[src/rtl/adc_par_rd_ctrl.sv]
// Parallel-bus ADC controller: config write, simultaneous conversion, BUSY handshake,
// sequential channel readback with auto-sampling, BUSY timeouts and overrun flagging.
module adc_par_rd_ctrl #(
  parameter int unsigned NUM_CH       = 8,
  parameter int unsigned DATA_W       = 16,
  parameter int unsigned WR_LOW_CYC   = 2,
  parameter int unsigned RD_LOW_CYC   = 3,
  parameter int unsigned RD_HIGH_CYC  = 2,
  parameter int unsigned CONVST_CYC   = 2,
  parameter int unsigned BUSY_RISE_TO = 16,
  parameter int unsigned CONV_TO      = 200,
  parameter int unsigned PERIOD_W     = 16
) (
  input  logic                  clk,
  input  logic                  rst_n,
  input  logic                  cfg_req,
  input  logic [31:0]           cfg_word,
  input  logic                  start,
  input  logic                  auto_en,
  input  logic [PERIOD_W-1:0]   sample_period,
  output logic                  CS_N,
  output logic                  WR_N,
  output logic                  RD_N,
  output logic [NUM_CH/2-1:0]   CONVST,
  input  logic                  BUSY,
  input  logic [DATA_W-1:0]     db_in,
  output logic [DATA_W-1:0]     db_out,
  output logic                  db_oe,
  output logic [DATA_W-1:0]     sample_data,
  output logic [2:0]            sample_ch,
  output logic                  sample_valid,
  output logic                  frame_done,
  output logic                  idle,
  output logic                  timeout_err,
  output logic                  overrun_err
);

  localparam int unsigned NCV    = NUM_CH / 2;
  localparam int unsigned PH_M0  = (WR_LOW_CYC > RD_LOW_CYC) ? WR_LOW_CYC : RD_LOW_CYC;
  localparam int unsigned PH_M1  = (RD_HIGH_CYC > CONVST_CYC) ? RD_HIGH_CYC : CONVST_CYC;
  localparam int unsigned PH_MAX = (PH_M0 > PH_M1) ? PH_M0 : PH_M1;
  localparam int unsigned PH_W   = $clog2(PH_MAX + 1);
  localparam int unsigned TO_MAX = (BUSY_RISE_TO > CONV_TO) ? BUSY_RISE_TO : CONV_TO;
  localparam int unsigned TO_W   = $clog2(TO_MAX + 1);

  localparam logic [3:0] S_IDLE      = 4'd0;
  localparam logic [3:0] S_CFG_SETUP = 4'd1;
  localparam logic [3:0] S_CFG_WR    = 4'd2;
  localparam logic [3:0] S_CFG_GAP   = 4'd3;
  localparam logic [3:0] S_CONV      = 4'd4;
  localparam logic [3:0] S_WAIT_BH   = 4'd5;
  localparam logic [3:0] S_WAIT_BL   = 4'd6;
  localparam logic [3:0] S_RD_SETUP  = 4'd7;
  localparam logic [3:0] S_RD_LO     = 4'd8;
  localparam logic [3:0] S_RD_HI     = 4'd9;
  localparam logic [3:0] S_DONE      = 4'd10;

  logic [3:0]          state, state_d;
  logic [PH_W-1:0]     cnt, cnt_d;
  logic [TO_W-1:0]     tcnt, tcnt_d;
  logic [2:0]          ch, ch_d;
  logic                word_sel, word_sel_d;
  logic [15:0]         cfg_lo, cfg_lo_d;
  logic [PERIOD_W-1:0] per_cnt, per_cnt_d;
  logic                busy_m, busy_s;
  logic                convst_q, convst_d;
  logic                cs_n_d, wr_n_d, rd_n_d, db_oe_d;
  logic [DATA_W-1:0]   db_out_d, sample_data_d;
  logic [2:0]          sample_ch_d;
  logic                sample_valid_d, frame_done_d, idle_d, timeout_d, overrun_d;
  logic [PERIOD_W-1:0] per_last;
  logic                auto_hit;

  assign CONVST   = {NCV{convst_q}};
  assign per_last = (sample_period == '0) ? '0 : sample_period - 1'b1;
  assign auto_hit = auto_en && (per_cnt >= per_last);

  // BUSY synchroniser
  always_ff @(posedge clk or negedge rst_n) begin
    if (!rst_n) begin
      busy_m <= 1'b0;
      busy_s <= 1'b0;
    end else begin
      busy_m <= BUSY;
      busy_s <= busy_m;
    end
  end

  // state, counters and registered outputs
  always_ff @(posedge clk or negedge rst_n) begin
    if (!rst_n) begin
      state        <= S_IDLE;
      cnt          <= '0;
      tcnt         <= '0;
      ch           <= '0;
      word_sel     <= 1'b0;
      cfg_lo       <= '0;
      per_cnt      <= '0;
      convst_q     <= 1'b0;
      CS_N         <= 1'b1;
      WR_N         <= 1'b1;
      RD_N         <= 1'b1;
      db_oe        <= 1'b0;
      db_out       <= '0;
      sample_data  <= '0;
      sample_ch    <= '0;
      sample_valid <= 1'b0;
      frame_done   <= 1'b0;
      idle         <= 1'b1;
      timeout_err  <= 1'b0;
      overrun_err  <= 1'b0;
    end else begin
      state        <= state_d;
      cnt          <= cnt_d;
      tcnt         <= tcnt_d;
      ch           <= ch_d;
      word_sel     <= word_sel_d;
      cfg_lo       <= cfg_lo_d;
      per_cnt      <= per_cnt_d;
      convst_q     <= convst_d;
      CS_N         <= cs_n_d;
      WR_N         <= wr_n_d;
      RD_N         <= rd_n_d;
      db_oe        <= db_oe_d;
      db_out       <= db_out_d;
      sample_data  <= sample_data_d;
      sample_ch    <= sample_ch_d;
      sample_valid <= sample_valid_d;
      frame_done   <= frame_done_d;
      idle         <= idle_d;
      timeout_err  <= timeout_d;
      overrun_err  <= overrun_d;
    end
  end

  // next state and next output values
  always_comb begin
    state_d        = state;
    cnt_d          = cnt;
    tcnt_d         = tcnt;
    ch_d           = ch;
    word_sel_d     = word_sel;
    cfg_lo_d       = cfg_lo;
    per_cnt_d      = (per_cnt == '1) ? per_cnt : per_cnt + 1'b1;
    convst_d       = convst_q;
    cs_n_d         = CS_N;
    wr_n_d         = WR_N;
    rd_n_d         = RD_N;
    db_oe_d        = db_oe;
    db_out_d       = db_out;
    sample_data_d  = sample_data;
    sample_ch_d    = sample_ch;
    sample_valid_d = 1'b0;
    frame_done_d   = 1'b0;
    timeout_d      = timeout_err;
    overrun_d      = overrun_err | (auto_hit && (state != S_IDLE));

    case (state)
      S_IDLE: begin
        if (cfg_req) begin
          state_d    = S_CFG_SETUP;
          cfg_lo_d   = cfg_word[15:0];
          word_sel_d = 1'b0;
          timeout_d  = 1'b0;
          cs_n_d     = 1'b0;
          db_oe_d    = 1'b1;
          db_out_d   = DATA_W'(cfg_word[31:16]);
        end else if (start || auto_hit) begin
          state_d   = S_CONV;
          cnt_d     = '0;
          tcnt_d    = '0;
          ch_d      = '0;
          per_cnt_d = '0;
          convst_d  = 1'b1;
          if (start) timeout_d = 1'b0;
        end
      end
      S_CFG_SETUP: begin
        state_d = S_CFG_WR;
        cnt_d   = '0;
        wr_n_d  = 1'b0;
      end
      S_CFG_WR: begin
        if (cnt == PH_W'(WR_LOW_CYC - 1)) begin
          state_d = S_CFG_GAP;
          wr_n_d  = 1'b1;
        end else begin
          cnt_d = cnt + 1'b1;
        end
      end
      S_CFG_GAP: begin
        if (!word_sel) begin
          state_d    = S_CFG_SETUP;
          word_sel_d = 1'b1;
          db_out_d   = DATA_W'(cfg_lo);
        end else begin
          state_d = S_IDLE;
          cs_n_d  = 1'b1;
          db_oe_d = 1'b0;
        end
      end
      S_CONV: begin
        tcnt_d = tcnt + 1'b1;
        if (cnt == PH_W'(CONVST_CYC - 1)) begin
          state_d  = S_WAIT_BH;
          convst_d = 1'b0;
        end else begin
          cnt_d = cnt + 1'b1;
        end
      end
      S_WAIT_BH: begin
        if (busy_s) begin
          state_d = S_WAIT_BL;
          tcnt_d  = '0;
        end else if (tcnt >= TO_W'(BUSY_RISE_TO - 1)) begin
          state_d   = S_IDLE;
          timeout_d = 1'b1;
          convst_d  = 1'b0;
          cs_n_d    = 1'b1;
        end else begin
          tcnt_d = tcnt + 1'b1;
        end
      end
      S_WAIT_BL: begin
        if (!busy_s) begin
          state_d = S_RD_SETUP;
          cs_n_d  = 1'b0;
        end else if (tcnt >= TO_W'(CONV_TO - 1)) begin
          state_d   = S_IDLE;
          timeout_d = 1'b1;
          convst_d  = 1'b0;
          cs_n_d    = 1'b1;
        end else begin
          tcnt_d = tcnt + 1'b1;
        end
      end
      S_RD_SETUP: begin
        state_d = S_RD_LO;
        cnt_d   = '0;
        rd_n_d  = 1'b0;
      end
      S_RD_LO: begin
        if (cnt == PH_W'(RD_LOW_CYC - 1)) begin
          sample_data_d  = db_in;
          sample_ch_d    = ch;
          sample_valid_d = 1'b1;
          rd_n_d         = 1'b1;
          cnt_d          = '0;
          if (ch == 3'(NUM_CH - 1)) begin
            state_d      = S_DONE;
            cs_n_d       = 1'b1;
            frame_done_d = 1'b1;
          end else begin
            state_d = S_RD_HI;
            ch_d    = ch + 1'b1;
          end
        end else begin
          cnt_d = cnt + 1'b1;
        end
      end
      S_RD_HI: begin
        if (cnt == PH_W'(RD_HIGH_CYC - 1)) begin
          state_d = S_RD_LO;
          cnt_d   = '0;
          rd_n_d  = 1'b0;
        end else begin
          cnt_d = cnt + 1'b1;
        end
      end
      S_DONE: begin
        state_d = S_IDLE;
      end
      default: begin
        state_d = S_IDLE;
      end
    endcase

    idle_d = (state_d == S_IDLE);
  end

endmodule

[config.mk]
export PLATFORM = sky130hd
export DESIGN_NAME = adc_par_rd_ctrl
export DESIGN_NICKNAME = d
export VERILOG_FILES = /design/src/rtl/adc_par_rd_ctrl.sv
export SDC_FILE = /design/constraint.sdc
export NUM_CORES = 1
export LEC_CHECK = 0
export BUFFER_PORTS_ARGS = -buffer_cell sky130_fd_sc_hd__buf_4
export CORE_AREA = 2 2 178 110
export DETAILED_ROUTE_END_ITERATION = 6
export DIE_AREA = 0 0 180 112
export SLEW_MARGIN = 20
export SYNTH_ARGS = -nofsm -noshare
export SYNTH_HDL_FRONTEND = slang
export SYNTH_SLANG_ARGS = --single-unit
[constraint.sdc]
create_clock -name clk -period 3.1 [get_ports clk]
set_clock_uncertainty 0.2 [all_clocks]
set_input_delay 0.155 -clock clk [delete_from_list [all_inputs] [get_ports clk]]
set_output_delay 0.155 -clock clk [all_outputs]
set_load 0.05 [all_outputs]
Word level (Yosys, flattened, before mapping)

Cells that the tools add are included.

Logic and storage cells: 169
Memory bits (writable): 0
Bits in registers: 97
Memory bits (read-only): 0
Latch bits: 0
Memories: 0
Input port bits: 70

$mul: 0
Add/sub/neg operators: 5
Mux-type cells: 74
Order comparisons: 3
Shift operators: 0
Bitwise operators: 1
Reduce and logical (&&, ||, !) cells: 30
Divide/modulo/power cells: 0
Equality and inequality tests: 34

Operators with widths:

| operator                                                              | number |
|---|---|
| 16-bit two-way mux                                                    | 7 |
| 8-bit two-way mux                                                     | 6 |
| 4-bit two-way mux                                                     | 10 |
| 4-bit one-hot mux with 10 select lines                                | 1 |
| 2-bit inequality test (second input constant)                         | 17 |
| 16-bit one-hot mux with 2 select lines                                | 1 |
| 8-bit one-hot mux with 4 select lines                                 | 1 |
| 1-bit two-way mux                                                     | 29 |
| 16-bit by 1-bit adder with 16-bit output (second input constant)      | 1 |
| 16-bit == test (second input constant)                                | 1 |
| 4-bit by 3-bit == test with 1-bit output (second input constant)      | 4 |
| 16-bit greater-or-equal comparator                                    | 1 |
| 16-bit zero test                                                      | 1 |
| 8-bit AND reduction                                                   | 2 |
| 16-bit by 1-bit subtractor with 16-bit output (second input constant) | 1 |
| 2-bit two-way mux                                                     | 6 |
| 3-bit two-way mux                                                     | 4 |
| 3-bit inequality test (second input constant)                         | 4 |
| 2-bit one-hot mux with 5 select lines                                 | 1 |
| 5-bit nonzero test                                                    | 2 |
| 3-bit AND reduction                                                   | 3 |
| 8-bit by 1-bit adder with 8-bit output (second input constant)        | 1 |
| 4-bit by 2-bit == test with 1-bit output (second input constant)      | 2 |
| 4-bit == test (second input constant)                                 | 2 |
| 26 further kinds                                                      | 39 |

Logic depth before layout (Yosys ltp)

Depth in word-level cells: 9
Gate-level depth with buffers: 14
Depth with buffers taken out: 13

Least setup slack after synthesis

Ideal clock, no wire load.

Path kind: input port to flip-flop
Start: in sample_period[5]
End: reg cnt[0]
Buffers on the path: 0
Stages: 13
Path slack: -0.549 ns
Required time: 2.772 ns
Arrival: 3.321 ns
Cells stage by stage: nor4_2 nand2_1 or4_1 nor3_2 xor2_1 nand2_1 ha_1 a21o_1 a21o_1 a2111oi_4 a311oi_1 o21ai_1 mux2_1

Longest elaborated chain between the ends: 7
Elaborated cells on any way between the ends: 8
Those cells by class: add/sub: 1; order compare: 1; eq/ne: 1; mux: 1; reduce/logical: 4

Ends and longest elaborated chain:

| what                                                                              | line | RTL |
|---|---|---|
| start, declared                                                                   | 20   | `input logic [PERIOD_W-1:0] sample_period,` |
| 16-bit by 1-bit subtractor with 16-bit output or 16-bit zero test (tied branches) | 75   | `assign per_last = (sample_period == '0) ? '0 : sample_period - 1'b1;` |
| 16-bit two-way mux (*)                                                            | 75   |  |
| 16-bit greater-or-equal comparator (*)                                            | 76   | `assign auto_hit = auto_en && (per_cnt >= per_last);` |
| 1-bit logical AND (*)                                                             | 76   |  |
| 1-bit logical OR (*)                                                              | 168  | `end else if (start \|\| auto_hit) begin` |
| 2-bit inequality test (no source line) (*)                                        | -    |  |
| 4-bit AND reduction (no source line) (*)                                          | -    |  |
| end signal, assigned                                                              | 114  | `cnt <= cnt_d;` |
| end, declared                                                                     | 59   | `logic [PH_W-1:0] cnt, cnt_d;` |

Mark *: on every way between the ends. The rest lies on a longest branch, timed or not.
A chain may end at the register's enable or synchronous reset.

Worst setup path in the final report

Start: in sample_period[2]
End: reg tcnt[1]

Longest elaborated chain between the ends: 7
Elaborated cells on any way between the ends: 8
Those cells by class: add/sub: 1; order compare: 1; eq/ne: 1; mux: 1; reduce/logical: 4

Ends and longest elaborated chain:

| what                                                                              | line | RTL |
|---|---|---|
| 16-bit by 1-bit subtractor with 16-bit output or 16-bit zero test (tied branches) | 75   |  |
| 16-bit two-way mux (*)                                                            | 75   |  |
| 16-bit greater-or-equal comparator (*)                                            | 76   |  |
| 1-bit logical AND (*)                                                             | 76   |  |
| 1-bit logical OR (*)                                                              | 168  |  |
| 2-bit inequality test (no source line) (*)                                        | -    |  |
| 6-bit AND reduction (no source line) (*)                                          | -    |  |
| end signal, assigned                                                              | 115  | `tcnt <= tcnt_d;` |
| end, declared                                                                     | 60   | `logic [TO_W-1:0] tcnt, tcnt_d;` |

Marks and branches as above.

==> impl_metrics.csv <==
group,metric,value,unit
worst_setup_path,end_kind,"flip-flop",
detailed_routing,wl_per_cell,14.2,µm
yosys,async_reset_ff_share,100,%
final_layout,diodes,0,
worst_hold_path,hold_depth,4,
final_layout,fill_cells,1797,
yosys,yosysMostFrequentCell,"dfrtp_1",
global_route,overflow,0,
outcome,violations,"negative setup slack",
worst_setup_path,slowest_stage,"or4_4",
worst_setup_path,r2r_setup_slack,0.35,ns
yosys,synth_edf_count,0,
final_layout,seq_area,2430,µm²
worst_hold_path,worstHoldStart,"cfg_req",
floorplan,core_area,18600,µm²
timing,fmax,0.294,GHz
detailed_routing,drt_iter0_markers,315,
clock_network,cts_inserted_buffers,9,
final_layout,final_area,7860,µm²
clock_network,root_buffer,"clkbuf_16",
timing,worst_slew_pin_slew,0.726,ns
yosys,ys_ff_latch,97,
worst_setup_path,rr_endpoint,"idle$_DFF_PN1_",
worst_setup_path,crit_path_frequent_cell,"a21o_1",
yosys,syn_nets,645,
timing,slew_violations,0,
timing,rsz0062_at_grt,"true",
worst_setup_path,path_cells,"buf_8 -> nor4_4 -> nand2_2 -> or4_4 -> nor3_4 -> xor2_1 -> nand2_1 -> ha_4 -> a21o_1 -> a21o_1 -> a2111oi_4 -> buf_4 -> a31oi_4 -> o21ai_2 -> buf_6 -> mux2i_1",
timing,hold_viol_final,0,
detailed_routing,route.vias.total,4746,
global_route,grt_pass1_wl,24300,µm
worst_setup_path,reg2reg_depth,10,
global_route,grt_antenna_before_repair,0,
pwr,peakVddDrop,0.000736,V
worst_setup_path,cp_data_required_time,3.17,ns
yosys,postSynthCellCount,549,
detailed_routing,via_per_inst,4.71,
yosys,synth.top_cell.area_share,42.5,%
floorplan,io_pins,118,
final_layout,drive_above_1_share,33.1,%
worst_setup_path,slowest_delay,0.56,ns
clock_network,h-tree-depth,3,
clock_network,clock-sinks,97,
floorplan,num_rows,39,
place,port_buffers,117,
yosys,yosys.area.top_type,"dfrtp_1",
floorplan,die_h,112,µm
pwr,powerDensity,851,nW/µm²
timing,finalCritPeriodShare,110,%
clock_network,worstSkewPairLatency,0.35,ns
place,place_inst,938,
pwr,total_power,6.69,mW
outcome,outcome,"finished, violations left",
yosys,synthTopCellsByCount,"93 x dfrtp_1, 56 x nor2_1, 52 x nand2_1",
final_layout,layout.nets,852,
final_layout,syn_to_final_growth,43.4,%
yosys,synth_cell_types,60,
detailed_routing,drt_first_pass_iters,4,
detailed_routing,ant_nets,0,
place,dpl_cell_area,6950,µm²
yosys,yosysWarnings,0,
worst_hold_path,hold_end,"timeout_err$_DFFE_PN0P_",
timing,setup_ws,-0.300,ns
place,post-place-ws,-0.765,ns
run,drv_cap,0,
floorplan,start_util,29.5,%
floorplan,die_area,20200,µm²
timing,setup_viol,33,
yosys,syn-cell-area,5480,µm²
worst_hold_path,min_path_type,"input pin to flip-flop",
place,hpwl,10500,µm
yosys,ys_seq_area_share,44.4,%
global_route,grt_max_degree,43,
final_layout,final_cell_count_no_fill,1007,
detailed_routing,drc,0,
timing,slew_headroom,51.2,%
clock_network,clk_pin_slew_worst_paths,0.07,ns
worst_setup_path,crit_family,"simple AND/OR/NAND/NOR gates",
floorplan,dieWidth,180,µm
clock_network,tritoncts,"built",
worst_setup_path,reg2reg_from,"per_cnt[0]$_DFF_PN0_",
worst_setup_path,cp.arrival,3.47,ns
worst_setup_path,worstPathMaxFanout,4,
pwr,cellLeakagePower,3.62,nW
detailed_routing,routed_wl,14300,µm
final_layout,multi_input_area,2950,µm²
clock_network,cts.path.max_buffers,2,
yosys,synth_ff_type,"dfrtp_1",
yosys,synthTopCellsByArea,"dfrtp_1 42%, mux2_2 6.8%, ha_1 5.9%",
timing,hold_ws,0.0897,ns
yosys,avgSynthCellArea,9.98,µm²
worst_setup_path,crit_type,"input pin to flip-flop",
timing,min_period,3.40,ns
worst_setup_path,start_kind,"input pin",
place,place.gp.congestion,0.839,
global_route,grt_pass1_vias,4655,
worst_setup_path,path_buf_inv,3,
global_route,track_usage,14.9,%
==> sequential cells by signal (all words and copies together) (netlist names), 2 cells and up <==
signal,count
cnt,2
cfg_lo,16
per_cnt,16
tcnt,8
db_out,16
state,4
sample_data,16
sample_ch,3
ch,3
==> through the flow <==
stage	utilization (%)	setup TNS, ns
floorplan	-	-4.82
global placement	37.4	-17.71
detailed placement	37.4	-18.42
CTS	41.9	-3.57
global route	42.3	-11.84
finish	42.3	-5.70
==> final cells by class <==
| cell class | count | area share, % |
|---|---|---|
| multi-input cells | 407 | 37.5 |
| clock inverters | 7 | 0.796 |
| well taps | 246 | 3.92 |
| flip-flops and latches | 97 | 31.0 |
| inverters | 22 | 1.05 |
| repair buffers | 219 | 22.9 |
| clock buffers | 9 | 2.87 |
==> worst max-delay path by stage <==
stage	start	end	slack, ns	cells past startpoint
4_1_cts	sample_period[5]	idle$_DFF_PN1_	-0.25	15
3_3_place_gp	sample_period[5]	cnt[0]$_DFFE_PN0P_	-0.69	14
3_5_place_dp	sample_period[5]	cnt[0]$_DFFE_PN0P_	-0.77	14
2_1_floorplan	sample_period[5]	cnt[0]$_DFFE_PN0P_	-0.39	13
5_1_grt	sample_period[2]	tcnt[1]$_DFFE_PN0P_	-0.49	16
6_report	sample_period[2]	tcnt[1]$_DFFE_PN0P_	-0.30	16
==> worst min-delay path, delay by kind of cell <==
family                 cells  cell delay [ns]
AOI/OAI and AO/OA          1             0.10
buffers and inverters      2             0.25
and+or+nand+nor            1             0.08
==> timing repair <==
item / in CTS / in global routing
hold buffers: 50 / 0
pin swaps: 10 / 11
buffers inserted: 1 / 3
hold endpoints to repair: 88 / 0
setup endpoints to repair: 33 / 33
resized for setup: 12 / 10
==> cells by family (layout without fill, tap and decap cells) <==
group / after synthesis / count (layout) / synth area share, %
AND/OR/NAND/NOR: 202 / 202 / 18.2
AO/OA/AOI/OAI: 98 / 98 / 12.7
flip-flops: 97 / 97 / 44.4
multiplexers: 59 / 59 / 11.6
buffers and inverters: 45 / 257 / 3.66
adder cells (fa/ha/maj): 26 / 26 / 5.94
XOR/XNOR: 22 / 22 / 3.52
==> cell usage in the layout (no fill, tap or decap), types with 11 or more instances in the layout <==
| master | synthesis | routed |
|---|---|---|
| nand2_1 | 52 | 51 |
| mux2_2 | 33 | 33 |
| a21oi_1 | 31 | 31 |
| mux2i_1 | 25 | 25 |
| ha_1 | 26 | 25 |
| xnor2_1 | 11 | 11 |
| nor2_1 | 56 | 55 |
| buf_4 | 6 | 163 |
| inv_1 | 22 | 22 |
| nand3_1 | 17 | 17 |
| nor3_1 | 19 | 17 |
| o21ai_0 | 16 | 16 |
| dfrtp_1 | 93 | 93 |
| xor2_1 | 11 | 11 |
| dlygate4sd3_1 | 0 | 50 |
==> where the power goes <==
part | switching [mW] | internal, mW
clock | 0.528 | 0.560
sequential | 0.437 | 1.75
combinational | 2.00 | 1.41
total | 2.96 | 3.72
==> per-layer routing <==
| metal | wire, µm | global-route usage, % |
|---|---|---|
| met5 | 0 | 0 |
| met4 | 111 | 2.87 |
| met3 | 738 | 4.51 |
| met2 | 5680 | 20.8 |
| met1 | 7800 | 22.6 |
Note: power is estimated with default switching activity, not from simulation.
